`config.mk`:
```
export PLATFORM = sky130hd
export DESIGN_NAME = barrel_shifter_pipe
export DESIGN_NICKNAME = d
export VERILOG_FILES = /design/src/rtl/barrel_shifter_pipe.sv
export SDC_FILE = /design/constraint.sdc
export NUM_CORES = 1
export LEC_CHECK = 0
export CAP_MARGIN = 20
export CELL_PAD_IN_SITES_DETAIL_PLACEMENT = 1
export CELL_PAD_IN_SITES_GLOBAL_PLACEMENT = 1
export CORE_MARGIN = 1.5
export CORE_UTILIZATION = 42
export DETAILED_ROUTE_END_ITERATION = 6
export GPL_TIMING_DRIVEN = 0
export MAX_ROUTING_LAYER = met4
export PLACE_DENSITY_LB_ADDON = 0.3
export SLEW_MARGIN = 20
export SYNTH_ARGS = -nofsm -noshare
export SYNTH_HDL_FRONTEND = slang
export SYNTH_SLANG_ARGS = --single-unit
```
`constraint.sdc`:
```
create_clock -name clk -period 7.5 [get_ports clk]
set_input_delay 2.25 -clock clk [delete_from_list [all_inputs] [get_ports clk]]
set_output_delay 2.25 -clock clk [all_outputs]
set_load 0.005 [all_outputs]
```
`src/rtl/barrel_shifter_pipe.sv`:
```
// barrel_shifter_pipe
//   Pipelined shifter/rotator for the ALU datapath. It resolves one
//   shift-amount bit per register stage, so there are SHAMT_W stages and a
//   beat leaves SHAMT_W cycles after it is accepted. Throughput is one beat
//   per cycle. The whole pipe stalls when the output is held.
//
// Ports
//   clk        rising-edge clock
//   rst        asynchronous active-high reset; discards every beat in flight
//   in_valid   input beat valid
//   in_ready   pipe can take a beat this cycle (out_ready | ~out_valid)
//   in_data    operand, WIDTH bits
//   in_shamt   shift amount, SHAMT_W bits
//   in_mode    000 SRA, 001 SRL, 010 SLA, 011 SLL, 100 ROR, 101 ROL, 11x pass
//   out_valid  result valid
//   out_ready  downstream accepts the result
//   out_data   result, WIDTH bits
//   out_carry  last bit shifted out (0 for rotates, pass-through, shamt=0)
//   out_zero   out_data == 0; meaningful only while out_valid is high
//
// WIDTH must equal 2**SHAMT_W.

module barrel_shifter_pipe #(
    parameter int WIDTH   = 32,
    parameter int SHAMT_W = 5
) (
    input  logic               clk,
    input  logic               rst,
    input  logic               in_valid,
    output logic               in_ready,
    input  logic [WIDTH-1:0]   in_data,
    input  logic [SHAMT_W-1:0] in_shamt,
    input  logic [2:0]         in_mode,
    output logic               out_valid,
    input  logic               out_ready,
    output logic [WIDTH-1:0]   out_data,
    output logic               out_carry,
    output logic               out_zero
);

    localparam int STAGES = SHAMT_W;

    // One conditional shift by 2**k. Returns {carry, data}. The carry is
    // reloaded only by shifting stages that are enabled, so after the last
    // stage it holds the final bit shifted out. Arithmetic right shifts
    // keep the operand MSB at every stage, so each stage can fill from the
    // current MSB and still reproduce the original sign.
    function automatic logic [WIDTH:0] shift_step(
        input logic signed [WIDTH-1:0] d,
        input logic                    en,
        input logic [2:0]              mode,
        input logic                    c,
        input int                      k
    );
        int                      amt;
        logic [SHAMT_W-1:0]      lo_idx;
        logic [SHAMT_W-1:0]      hi_idx;
        logic signed [WIDTH-1:0] r;
        logic                    co;
        amt    = 1 << k;
        lo_idx = SHAMT_W'(amt - 1);
        hi_idx = SHAMT_W'(WIDTH - amt);
        r      = d;
        co     = c;
        if (en) begin
            case (mode)
                3'b000: begin
                    r  = d >>> amt;
                    co = d[lo_idx];
                end
                3'b001: begin
                    r  = d >> amt;
                    co = d[lo_idx];
                end
                3'b010, 3'b011: begin
                    r  = d << amt;
                    co = d[hi_idx];
                end
                3'b100: r = (d >> amt) | (d << (WIDTH - amt));
                3'b101: r = (d << amt) | (d >> (WIDTH - amt));
                default: r = d;
            endcase
        end
        return {co, r};
    endfunction

    logic signed [WIDTH-1:0] data_p  [STAGES];
    logic [SHAMT_W-1:0]      shamt_p [STAGES];
    logic [2:0]              mode_p  [STAGES];
    logic [STAGES-1:0]       carry_p;
    logic [STAGES-1:0]       vld_p;

    logic signed [WIDTH-1:0] src_data  [STAGES];
    logic [SHAMT_W-1:0]      src_shamt [STAGES];
    logic [2:0]              src_mode  [STAGES];
    logic [STAGES-1:0]       src_carry;
    logic signed [WIDTH-1:0] nxt_data  [STAGES];
    logic [STAGES-1:0]       nxt_carry;
    logic                    advance;

    // Global stall: everything moves together or nothing moves.
    assign advance  = out_ready | ~out_valid;
    assign in_ready = advance;

    // Stage k input is stage k-1 output; stage 0 takes the input port and
    // starts with a clear carry.
    assign src_carry = {carry_p[STAGES-2:0], 1'b0};

    always_comb begin
        src_data[0]  = in_data;
        src_shamt[0] = in_shamt;
        src_mode[0]  = in_mode;
        for (int k = 1; k < STAGES; k++) begin
            src_data[k]  = data_p[k-1];
            src_shamt[k] = shamt_p[k-1];
            src_mode[k]  = mode_p[k-1];
        end
        nxt_carry = '0;
        for (int k = 0; k < STAGES; k++) begin
            {nxt_carry[k], nxt_data[k]} = shift_step(
                src_data[k],
                |(src_shamt[k] & (SHAMT_W'(1) << k)),
                src_mode[k],
                src_carry[k],
                k);
        end
    end

    // Stage registers 0..STAGES-1
    always_ff @(posedge clk or posedge rst) begin
        if (rst) begin
            vld_p   <= '0;
            carry_p <= '0;
            for (int k = 0; k < STAGES; k++) begin
                data_p[k]  <= '0;
                shamt_p[k] <= '0;
                mode_p[k]  <= '0;
            end
        end else if (advance) begin
            vld_p   <= {vld_p[STAGES-2:0], in_valid};
            carry_p <= nxt_carry;
            for (int k = 0; k < STAGES; k++) begin
                data_p[k]  <= nxt_data[k];
                shamt_p[k] <= src_shamt[k];
                mode_p[k]  <= src_mode[k];
            end
        end
    end

    // Output taps the last stage directly
    assign out_valid = vld_p[STAGES-1];
    assign out_data  = data_p[STAGES-1];
    assign out_carry = carry_p[STAGES-1];
    assign out_zero  = (out_data == '0);

endmodule
```
# Yosys cells after proc, flatten, opt, wreduce, memory -nomap -nowiden
# Cells that the tools add are included.
[word_totals]
out_inout_bits = 36
regBits = 202
input_bits = 44
[op_classes]
n_eq_ne = 25
bitwise_logic = 11
n_reduce_logical = 17
mux = 20
[ops]
columns = ["cell", "count"]
rows = [
  ["case mux 32 bit (5 select lines)", 4],
  ["two-way mux 32 bit", 5],
  ["case mux 32 bit (4 select lines)", 1],
  ["logical NOT 32 bit", 1],
  ["bitwise OR 25 x 32 -> 32 bit", 1],
  ["bitwise OR 29 x 32 -> 32 bit", 1],
  ["bitwise OR 31 x 32 -> 32 bit", 1],
  ["bitwise OR 32 x 17 -> 32 bit", 1],
  ["bitwise OR 32 x 2 -> 32 bit", 1],
  ["bitwise OR 32 x 3 -> 32 bit", 1],
  ["bitwise OR 32 bit", 1],
  ["bitwise OR 32 x 5 -> 32 bit", 1],
  ["bitwise OR 32 x 9 -> 32 bit", 1],
  ["equality test 3 x 2 -> 1 bit (second input constant)", 10],
  ["equality test 3 bit (second input constant)", 10],
  ["OR reduction 2 bit", 11],
  ["equality test 3 x 1 -> 1 bit (second input constant)", 5],
  ["logical NOT 3 bit", 5],
  ["case mux 1 bit (2 select lines)", 5],
  ["two-way mux 1 bit", 5],
  ["inverter 1 bit", 1],
  ["bitwise OR 1 bit", 1],
]

# Depth between registers and ports, before layout
# Gate-level depths: netlist (run 1).
[logic_depth]
ltp_word = 4
ltp_mapped = 8
ltp_nobuf = 5

# Least setup slack after synthesis (run 1)
# Ideal clock, no wire load.
[synth_timing]
path_type = "input -> output"
startpoint = "in out_ready"
endpoint = "out in_ready"
path_stages = 6
required_time_ns = 5.250
arrival_ns = 3.007
slack_ns = 2.243
path_cell_list = "nor2b_1 -> buf_2 -> inv_2 -> buf_2 -> buf_4 -> buf_4"
[synth_between]
elab_chain_cells = 1
[synth_rtl]
columns = ["item", "line_no", "text"]
rows = [
  ["start, declared", "35", "input logic out_ready,"],
  ["bitwise OR 1 bit", "102", "assign advance = out_ready | ~out_valid;"],
  ["end, declared", "30", "output logic in_ready,"],
]
# Every way passes these cells.

# Worst setup path in the final report (run 1)
# Same ends and word-level chain as after synthesis.

==> results of run 1 <==
critical path: cells and delay by family:
family | cells | cell delay, ns
buffers and inverters | 7 | 2.19
AND/OR/NAND/NOR | 1 | 0.04
flip-flops by register name, indices dropped and copies added, names as in the netlist:
register	count
carry_p	5
out_data	32
vld_p	5
data_p	128
shamt_p	10
mode_p	12
layout by cell type (no fill, tap or decap), drive strengths merged, types with 10 or more instances in the layout:
master / count
nor2: 74
a221oi: 40
clkbuf: 48
inv: 10
or3: 37
o22ai: 124
nand2b: 41
mux2: 55
mux2i: 15
nand2: 122
clkdlybuf4s50: 76
dfrtp: 192
o21ai: 76
buf: 114
a21oi: 98
o221ai: 29
a21o: 29
o2bb2ai: 16
stage by stage:
step | power, uW | setup TNS (ns) | cell area [sq um]
after floorplan | 3750 | 0 | 10900
after global placement | 4710 | -493.22 | 12100
after detailed placement | 4810 | 0 | 12200
after CTS | 5720 | 0 | 12700
after global routing | 6080 | 0 | 12700
final | 5730 | 0 | 12700
power groups by stage:
stage	Sequential [uW]	Clock, uW	Combinational, uW
after global routing	2200	932	2950
after floorplan	1860	0	1890
after detailed placement	2150	0	2660
after global placement	2130	0	2590
after CTS	2130	891	2690
final	2150	876	2700
metal layers:
layer | part of all wire | global-route usage | vias up
li1 | - | - | 4522
met4 | 0.045 | 0.137 | 0
met3 | 0.037 | 0.0342 | 84
met2 | 0.51 | 0.509 | 309
met1 | 0.41 | 0.343 | 4966
met5 | 0 | - | -
area by class of cell:
class | instances | area, sq um | area share
inverter | 4 | 22.5 | 0.00177
clock buffer | 17 | 425 | 0.0334
clock inverter | 14 | 129 | 0.0101
multi-input combinational | 827 | 5300 | 0.416
tap | 330 | 413 | 0.0324
timing repair buffer | 78 | 816 | 0.0641
buffer | 143 | 830 | 0.0651
sequential | 192 | 4800 | 0.377
cells by family after synthesis:
group / count (synthesis)
flip-flops: 192
XOR/XNOR: 1
AND/OR/NAND/NOR: 303
multiplexers: 70
buffers and inverters: 147
AO/OA/AOI/OAI: 453
worst max path at each step:
| stage | start | to | slack, ns | cells after the start |
|---|---|---|---|---|
| 2_1_floorplan | rst | carry_p[0] | 0.02 | 1 |
| 3_3_place_gp | rst | data_p[142] | -2.59 | 2 |
| 3_5_place_dp | out_ready | in_ready | 0.74 | 8 |
| 4_1_cts | out_ready | in_ready | 0.74 | 8 |
| 5_1_grt | out_ready | in_ready | 0.67 | 8 |
| 6_report | out_ready | in_ready | 0.75 | 8 |
==> flow_summary.toml, run 1 <==
[outcome]
outcome = "complete, no violations"

[routing]
dr.pass1.iters = 5
vias = 9881
vias_per_cell = 6.16
drtIter0Drc = 720
post_drt_wl_per_cell_um = 23.0
postRouteAntennaNets = 0
drc_errors = 0
wirelength_mm = 36.9

[setup_path]
regToRegEndpoint = "data_p[127]"
path_cells = "clkdlybuf4s50_1 -> nor2b_1 -> buf_2 -> inv_2 -> buf_2 -> buf_4 -> buf_4 -> clkdlybuf4s50_1"
crit_required_ns = 5.25
slowest_stage = "clkdlybuf4s50_1"
reg2regPathDepth = 7
endpoint_kind = "output pin"
worstSetupStartpointType = "primary input"
regToRegStartpoint = "vld_p[4]"
worstPathMaxFanout = 10
critPathMaxStageDelay_ns = 0.52
critPathArrivalTime_ns = 4.50
reg2reg_slack_ns = 5.47
path_class = "primary input to output pin"

[logic_synthesis]
syn-num-nets = 1210
synth_area_leaders = "dfrtp_1, o22ai_1, mux2_2, a21oi_1, nand2_1"
syn_inst = 1166
synthSimpleGateAreaFrac = 0.134
synth_top_family_by_area = "compound AO/OA/AOI/OAI gates"
dominantRegCellSynth = "dfrtp_1"
synthDistinctLibCells = 56
synth_fa_ha_area_frac = 0
ys_ff_latch = 192
synth_mux_area_frac = 0.0703
synth-seq-area-share = 0.439
synth.most_common_cell = "dfrtp_1"
ys_warn_count = 0
syn_area_sq_um = 10900
synth-async-reset-ratio = 1.00
synth_largest_area_cell = "dfrtp_1"
synth.avg_cell_area_sq_um = 9.39
synth_compound_area_frac = 0.278
yosysTopAreaCellShare = 0.439
synth_enable_flop_cells = 0
synth-xor-area-share = 0.00149
synth.top_cells.by_count = "dfrtp_1, o22ai_1, nand2_1"

[hold_path]
hold_path_startpoint = "vld_p[3]"
min_path_type = "flip-flop to flip-flop"
hold-path-cell-count = 1
hold_end = "vld_p[4]"

[pwr]
power.share.clock = 0.153
power.internal_uw = 3190
pwr-share-comb = 0.471
pwr-share-seq = 0.376
switching_share = 0.444
p_per_area_nw_per_um2 = 450
switching_power_uw = 2540
power.leakage_uw = 0.00518
ir_worst_vdd_uv = 210

[clock_network]
post-cts-setup-buffer-count = 0
cts_max_level = 4
cts.sinks = 192
clk_latency_ns = 0.44
cts_resized = 0
cts_buffers = 17
hold_buffers = 0
cts_root_buf = "clkbuf_16"
clk_pin_slew_ns = 0.07
clock_path_buffers = 2
cts_tree = "built"

[timing]
finalCritPeriodShare = 0.900
worst_slack_ns = 0.748
timing.fmax_mhz = 148
rsz0062_at_grt = "false"
final-hold-violation-count = 0
report.final.slew_viol_count = 0
min_period_ns = 6.75
fin_hold_ws_ns = 0.458
tightest_slew_ns = 0.815
setup_viol = 0
clock-skew-final_ns = 0.00955
timing.slew.headroom = 0.457

[grt]
grt_first_pass_wirelength_mm = 58.9
grt_max_degree = 79
grt-ovfl-total = 0
antenna_found_initial = 0
grt_pass1_vias = 10300
grtUsageTotal = 0.294

[finish]
num-fill-cells = 2903
utilization = 0.501
diodes = 0
drive_gt1_frac = 0.179
fin_cells = 1605
syn_to_final_growth_pct = 16.4
final_nets = 1307

[floorplan]
chipWidth_um = 164
num_io_pins = 80
rows = 58
die_h_um = 164
coreArea_sq_um = 25400
die_area_sq_um = 27000
start_util = 0.431

[placement]
hpwl_mm = 27.9
gp_congestion = 0.920
dp_cells = 1574
io_buffers = 76
pre_cts_ws_ns = 0.739

[run]
maxCapViolCount = 0
Power figures use the tool's default switching activity.
==> run 2: changes to the inputs <==
Settings changed: CTS_CLUSTER_DIAMETER from default to 80.
==> results of run 2 <==
No change in the layout: final DEF, timing and power equal those of run 1.
==> run 3: changes to the inputs <==
Settings changed: CTS_CLUSTER_DIAMETER 80 to 50.
==> results of run 3 <==
No change in the layout: final DEF, timing and power equal those of run 1.
